===== src/rtl/id_ex_stage.sv =====
// ID/EX pipeline register with EX/MEM and MEM/WB operand forwarding and load-use detection.
// ID inputs reach EX one cycle after a capturing edge; stall holds the register, flush/hazard load a bubble.
module id_ex_stage (
   input  logic        clk,
   input  logic        rst_n,
   input  logic        id_valid,
   input  logic [4:0]  id_alu_op,
   input  logic [4:0]  id_rs,
   input  logic [4:0]  id_rt,
   input  logic [31:0] id_rs_data,
   input  logic [31:0] id_rt_data,
   input  logic [15:0] id_imm,
   input  logic        id_imm_sext,
   input  logic [4:0]  id_shamt,
   input  logic        id_a_sel,
   input  logic        id_b_sel,
   input  logic [4:0]  id_rd,
   input  logic        id_reg_write,
   input  logic        id_mem_read,
   input  logic        stall,
   input  logic        flush,
   input  logic        mem_reg_write,
   input  logic [4:0]  mem_rd,
   input  logic [31:0] mem_result,
   input  logic        wb_reg_write,
   input  logic [4:0]  wb_rd,
   input  logic [31:0] wb_result,
   output logic        ex_valid,
   output logic [4:0]  ex_alu_op,
   output logic [31:0] ex_a,
   output logic [31:0] ex_b,
   output logic [31:0] ex_store_data,
   output logic [4:0]  ex_rd,
   output logic        ex_reg_write,
   output logic        ex_mem_read,
   output logic        load_use_hazard
);

   typedef struct packed {
      logic        valid;
      logic [4:0]  alu_op;
      logic [4:0]  rs;
      logic [4:0]  rt;
      logic [31:0] rs_dat;
      logic [31:0] rt_dat;
      logic [31:0] ext_imm;
      logic [4:0]  shamt;
      logic        a_sel;
      logic        b_sel;
      logic [4:0]  rd;
      logic        reg_write;
      logic        mem_read;
   } ex_fields_t;

   ex_fields_t  stage_d;
   ex_fields_t  stage_q;
   logic [31:0] id_ext_imm;
   logic [31:0] fwd_rs;
   logic [31:0] fwd_rt;

   // MEM is the younger producer, so it wins over WB; r0 is never forwarded.
   function automatic logic [31:0] fwd_sel(
      input logic [4:0]  src,
      input logic [31:0] reg_dat,
      input logic        m_we,
      input logic [4:0]  m_rd,
      input logic [31:0] m_dat,
      input logic        w_we,
      input logic [4:0]  w_rd,
      input logic [31:0] w_dat
   );
      logic [31:0] r;
      r = reg_dat;
      if (m_we && (m_rd != 5'd0) && (m_rd == src)) begin
         r = m_dat;
      end else if (w_we && (w_rd != 5'd0) && (w_rd == src)) begin
         r = w_dat;
      end
      return r;
   endfunction

   assign id_ext_imm = id_imm_sext ? {{16{id_imm[15]}}, id_imm} : {16'b0, id_imm};

   assign load_use_hazard = stage_q.valid & stage_q.mem_read & (stage_q.rd != 5'd0) & id_valid &
                            ((stage_q.rd == id_rs) | (stage_q.rd == id_rt));

   always_comb begin
      stage_d = stage_q;
      if (flush) begin
         stage_d = '0;
      end else if (stall) begin
         stage_d = stage_q;
      end else if (load_use_hazard) begin
         stage_d = '0;
      end else begin
         stage_d.valid     = id_valid;
         stage_d.alu_op    = id_alu_op;
         stage_d.rs        = id_rs;
         stage_d.rt        = id_rt;
         stage_d.rs_dat    = id_rs_data;
         stage_d.rt_dat    = id_rt_data;
         stage_d.ext_imm   = id_ext_imm;
         stage_d.shamt     = id_shamt;
         stage_d.a_sel     = id_a_sel;
         stage_d.b_sel     = id_b_sel;
         stage_d.rd        = id_rd;
         stage_d.reg_write = id_reg_write & id_valid;
         stage_d.mem_read  = id_mem_read & id_valid;
      end
   end

   always_ff @(posedge clk or negedge rst_n) begin
      if (!rst_n) begin
         stage_q <= '0;
      end else begin
         stage_q <= stage_d;
      end
   end

   always_comb begin
      fwd_rs = fwd_sel(stage_q.rs, stage_q.rs_dat, mem_reg_write, mem_rd, mem_result,
                       wb_reg_write, wb_rd, wb_result);
      fwd_rt = fwd_sel(stage_q.rt, stage_q.rt_dat, mem_reg_write, mem_rd, mem_result,
                       wb_reg_write, wb_rd, wb_result);
   end

   assign ex_a          = stage_q.a_sel ? {27'b0, stage_q.shamt} : fwd_rs;
   assign ex_b          = stage_q.b_sel ? stage_q.ext_imm : fwd_rt;
   assign ex_store_data = fwd_rt;
   assign ex_valid      = stage_q.valid;
   assign ex_alu_op     = stage_q.alu_op;
   assign ex_rd         = stage_q.rd;
   assign ex_reg_write  = stage_q.reg_write;
   assign ex_mem_read   = stage_q.mem_read;

endmodule

===== config.mk =====
export PLATFORM = sky130hd
export DESIGN_NAME = id_ex_stage
export DESIGN_NICKNAME = d
export VERILOG_FILES = /design/src/rtl/id_ex_stage.sv
export SDC_FILE = /design/constraint.sdc
export NUM_CORES = 1
export LEC_CHECK = 0
export CAP_MARGIN = 5
export CELL_PAD_IN_SITES_DETAIL_PLACEMENT = 0
export CELL_PAD_IN_SITES_GLOBAL_PLACEMENT = 1
export CORE_MARGIN = 4
export CORE_UTILIZATION = 35
export DETAILED_ROUTE_END_ITERATION = 10
export GPL_ROUTABILITY_DRIVEN = 0
export PLACE_DENSITY_LB_ADDON = 0.1
export RECOVER_POWER = 50
export SYNTH_ARGS = -nofsm -noshare
export SYNTH_HDL_FRONTEND = slang
export SYNTH_SLANG_ARGS = --single-unit
export TNS_END_PERCENT = 100

===== constraint.sdc =====
create_clock -name clk -period 7 [get_ports clk]
set_input_delay 1.75 -clock clk [delete_from_list [all_inputs] [get_ports clk]]
set_output_delay 1.75 -clock clk [all_outputs]
set_load 0.02 [all_outputs]

==> results of run 1 <==
-- worst register-to-register path, cell delays in order, from the launching register on --
cell,delay [ns]
dfrtp_1,0.48
xor2_1,0.20
nor3_1,0.19
nand3_1,0.14
a21oi_1,0.29
clkbuf_1,1.26
clkbuf_2,1.56
o41ai_1,0.21
-- layout by cell type, fill, tap and decap left out, types with 17 or more instances in the layout --
master,Yosys,routed
a21oi_1,18,18
a221oi_1,21,21
a311oi_1,27,27
nor2_1,83,82
dfrtp_1,111,109
buf_4,12,24
o41ai_1,110,110
mux2i_1,17,17
nand2_1,69,69
o31ai_1,21,21
xnor2_1,20,20
clkdlybuf4s50_1,0,283
nand3b_1,106,106
inv_1,130,130
nor3_1,18,18
and3_1,17,17
-- how the worst max path moves through the flow --
| stage | from | endpoint | slack, ns | cells after the start |
|---|---|---|---|---|
| floorplan | wb_rd[0] | ex_b[10] | 1.62 | 7 |
| global placement | mem_rd[3] | ex_a[21] | 0.46 | 7 |
| detailed placement | mem_rd[1] | ex_a[21] | 0.43 | 8 |
| CTS | mem_rd[1] | ex_a[21] | 0.43 | 8 |
| global route | mem_rd[1] | ex_a[21] | 0.27 | 8 |
| finish | mem_rd[1] | ex_a[21] | 0.43 | 8 |
-- registers in the layout (all words and copies together) (netlist names) --
signal	flops
ex_alu_op	5
ex_mem_read	1
ex_rd	5
ex_reg_write	1
ex_valid	1
stage_q	98
-- logic make-up (layout without fill, tap and decap cells) --
kind of cell	count (synthesis)	count (layout)	share of synthesized area
flip-flops	111	111	0.355
AND/OR/NAND/NOR	313	313	0.217
other	0	2	0
AO/OA/AOI/OAI	222	222	0.243
buffers and inverters	241	472	0.131
multiplexers	17	17	0.0217
XOR/XNOR	29	29	0.0324
-- layout make-up --
class	instances	area, um^2	area share
multi-input combinational	581	4040	0.362
timing repair buffer	327	3200	0.287
sequential	111	2780	0.249
inverter	130	488	0.0438
tap	280	350	0.0314
clock buffer	10	239	0.0214
clock inverter	5	41.3	0.00371
antenna	2	5.00	0.000449
-- stage by stage --
stage	hold WS [ns]	utilization
floorplan	0.444	-
global placement	0.457	0.497
detailed placement	0.465	0.497
CTS	0.486	0.510
global route	0.504	0.509
finish	0.478	0.509
-- power by group --
part	total (W)	internal (W)	switching (W)
combinational	0.000528	0.000268	0.000260
sequential	0.000711	0.000676	0.0000344
clock	0.000511	0.000254	0.000257
-- metal layers --
layer	global-route usage	vias to the layer above
met5	0	-
met3	0.0508	32
li1	-	3820
met1	0.325	3672
met2	0.369	271
met4	0.0606	2
==> impl_results.rst, run 1 <==
.. list-table::
   :header-rows: 1

   * - Metric
     - Value
   * - Outcome
     - finished, violations left
   * - Failing checks
     - max-capacitance violations, max-slew violations
   * - Row cnt
     - 54
   * - Max-Cap Viols
     - 3
   * - Crit Path Class
     - in -> out
   * - Internal reg-to-reg setup slack
     - between 2 and 2.5 ns
   * - Post-route insts no fill
     - roughly 1400
   * - Slowest stage delay, CP
     - approximately 0.67 ns
   * - Number of buffers created by CTS
     - 9
   * - Clock insertion delay at the later pin of the skew report
     - between 0.3 and 0.4 ns
   * - Number of cells traversed by the worst register-to-register path
     - 7
   * - Floorplan die height
     - roughly 160 um
   * - Leading cell type by number of instances after synthesis
     - inv_1
   * - Cell type with the highest aggregate area in the netlist
     - dfrtp_1
   * - Num ports
     - 301
   * - Cts repair resizes
     - 0
   * - Yosys top cell area share
     - 0.355
   * - Unrepaired setup endpoints after global routing
     - no
   * - Effective utilization at floorplan
     - 0.358
   * - Async SR Flop Fraction
     - 1.00
   * - Iter 0 DRT Violations
     - about 530
   * - Power Dens Cells
     - 157 nW/um^2
   * - Final Slew Violations
     - 188
   * - Post-Synthesis Cells
     - a little over 900
   * - Cell types with the largest area share after synthesis
     - dfrtp_1 (35%), o41ai_1 (12%), nand3b_1 (10%)
   * - Vias
     - between 7000 and 8000
   * - Dominant synthesized flop cell
     - dfrtp_1
   * - Top cell types by occurrence after synthesis
     - inv_1 (130), dfrtp_1 (111), o41ai_1 (110), nand3b_1 (106), nor2_1 (83)
   * - Critical-path cell with the highest stage delay
     - clkdlybuf4s50_1
   * - Buffers and inverters on the worst path
     - 3
   * - Type of element launching the critical path
     - primary input
   * - Post-Syn Area per Cell
     - 8.39 um^2
   * - Required time of the critical path
     - 5.25 ns
   * - Residual DRC
     - 0
   * - Total global routing track utilization
     - 0.233
   * - Clock tree from TritonCTS
     - done
   * - X dimension of the die
     - 158 um
   * - Detailed-route vias per instance
     - 5.39
   * - Dominant cell type by count on the critical path
     - clkdlybuf4s50_1
   * - Smallest setup slack after layout
     - approximately 0.43 ns
   * - GR Overflow Total
     - 0
   * - Pin count of the biggest net entering global routing
     - between 100 and 150
   * - Routed Antenna Nets
     - 0
   * - CP Cell Sequence
     - clkdlybuf4s50_1 -> or4_1 -> o21ai_0 -> or4_2 -> buf_4 -> nor2_1 -> a311oi_1 -> clkdlybuf4s50_1
   * - End point of the most critical hold path
     - ex_alu_op[3]
   * - Cell variety after synth
     - 39
   * - Setup TNS
     - 0 ns
   * - Global-route wire length before repair
     - around 45000 um
   * - Number of buffers added to fix hold violations after cts
     - 0
   * - Post-Syn Nets
     - 1124
   * - Clock root buffer
     - clkbuf_16
   * - Fillers
     - 2130
   * - Die Area
     - about 25000 um^2
   * - Rel. slew slack
     - -1.92
   * - Via count of the first global-routing pass
     - approximately 7500
   * - CP Max Fanout
     - 22
   * - Post-synthesis sequential element count
     - roughly 110
   * - Post-placement cell count
     - 1429
   * - Top Family by Delay on Critical Path
     - buffers and inverters
   * - Layout overhead on the synthesized area
     - 42.3%
   * - H-tree depth reported by CTS
     - 3
   * - Final standard cell area without fillers
     - 11100 um^2
   * - Sequential area share after synthesis
     - 0.355
   * - Initial DRT Pass Iterations
     - 6
   * - Total setup violations reported at the end of the flow
     - 0
   * - Startpoint of the most critical register-to-register path
     - ex_rd[2]
   * - Post CTS Setup Buffer Count
     - 0
   * - Worst slack, placed
     - approximately 0.43 ns
   * - Met1 Routed Length
     - about 13000 um
   * - DR WL/cell
     - just over 20 um
   * - Core Region
     - 21900 um^2
   * - HPWL after detailed placement
     - about 21000 um
   * - Slew of the pin with the lowest slew margin
     - 4.37 ns
   * - Maximum buffer depth of the clock tree
     - 2
   * - Ratio of final minimum period to clock period
     - 0.938
   * - Clock-pin slew on the worst setup and hold paths
     - ~0.080 ns
   * - Post-route minimum period
     - ~6.6 ns
   * - Number of buffer cells added on primary ports
     - 300
   * - Cell area after synthesis
     - slightly below 8000 um^2
   * - Max Fclk
     - around 150 MHz
   * - Worst voltage drop across the vdd grid
     - 0.119 mV
   * - RR Endpoint
     - stage_q[44]
   * - Met2 wire length
     - around 14000 um
   * - Leakage component of the power
     - roughly 4.6 nW
   * - Total power draw
     - 0.00175 W
   * - Number of enable flip-flop cells after synthesis
     - 0
   * - Number of hold violations in the final report
     - 0
   * - Routed met3 length
     - 2120 um
   * - Critical path capture point type
     - primary output
   * - Path category of the worst min-delay check
     - reg -> reg
   * - Area after DPL
     - 10900 um^2
   * - Yosys synthesis warning count
     - 0
   * - Worst hold start
     - ex_alu_op[3]
   * - Post-Route WL
     - roughly 30000 um
   * - Top routing layer in use
     - met5
   * - Sinks on Clock Net
     - around 110
   * - Depth of the worst hold-timing path
     - 2
   * - Fraction of final layout cells with drive strength greater than 1
     - 0.0533
   * - Number of antenna violations at the first check in global routing
     - 2
   * - Post-layout net count
     - ~1400
   * - Data arrival time of the worst path
     - 4.82 ns
   * - Largest clock skew in the final design
     - around 0.010 ns
No activity file was read; power rests on OpenSTA's default activity.
==> run 2, diff against run 1 <==
--- a/config.mk
+++ b/config.mk
@@ -12,6 +12,7 @@
 export CORE_UTILIZATION = 35
 export DETAILED_ROUTE_END_ITERATION = 10
 export GPL_ROUTABILITY_DRIVEN = 0
+export HOLD_SLACK_MARGIN = 0.12
 export PLACE_DENSITY_LB_ADDON = 0.1
 export RECOVER_POWER = 50
 export SYNTH_ARGS = -nofsm -noshare
==> results of run 2 <==
Same layout as run 1: the final DEF is identical, and so are final timing and power.
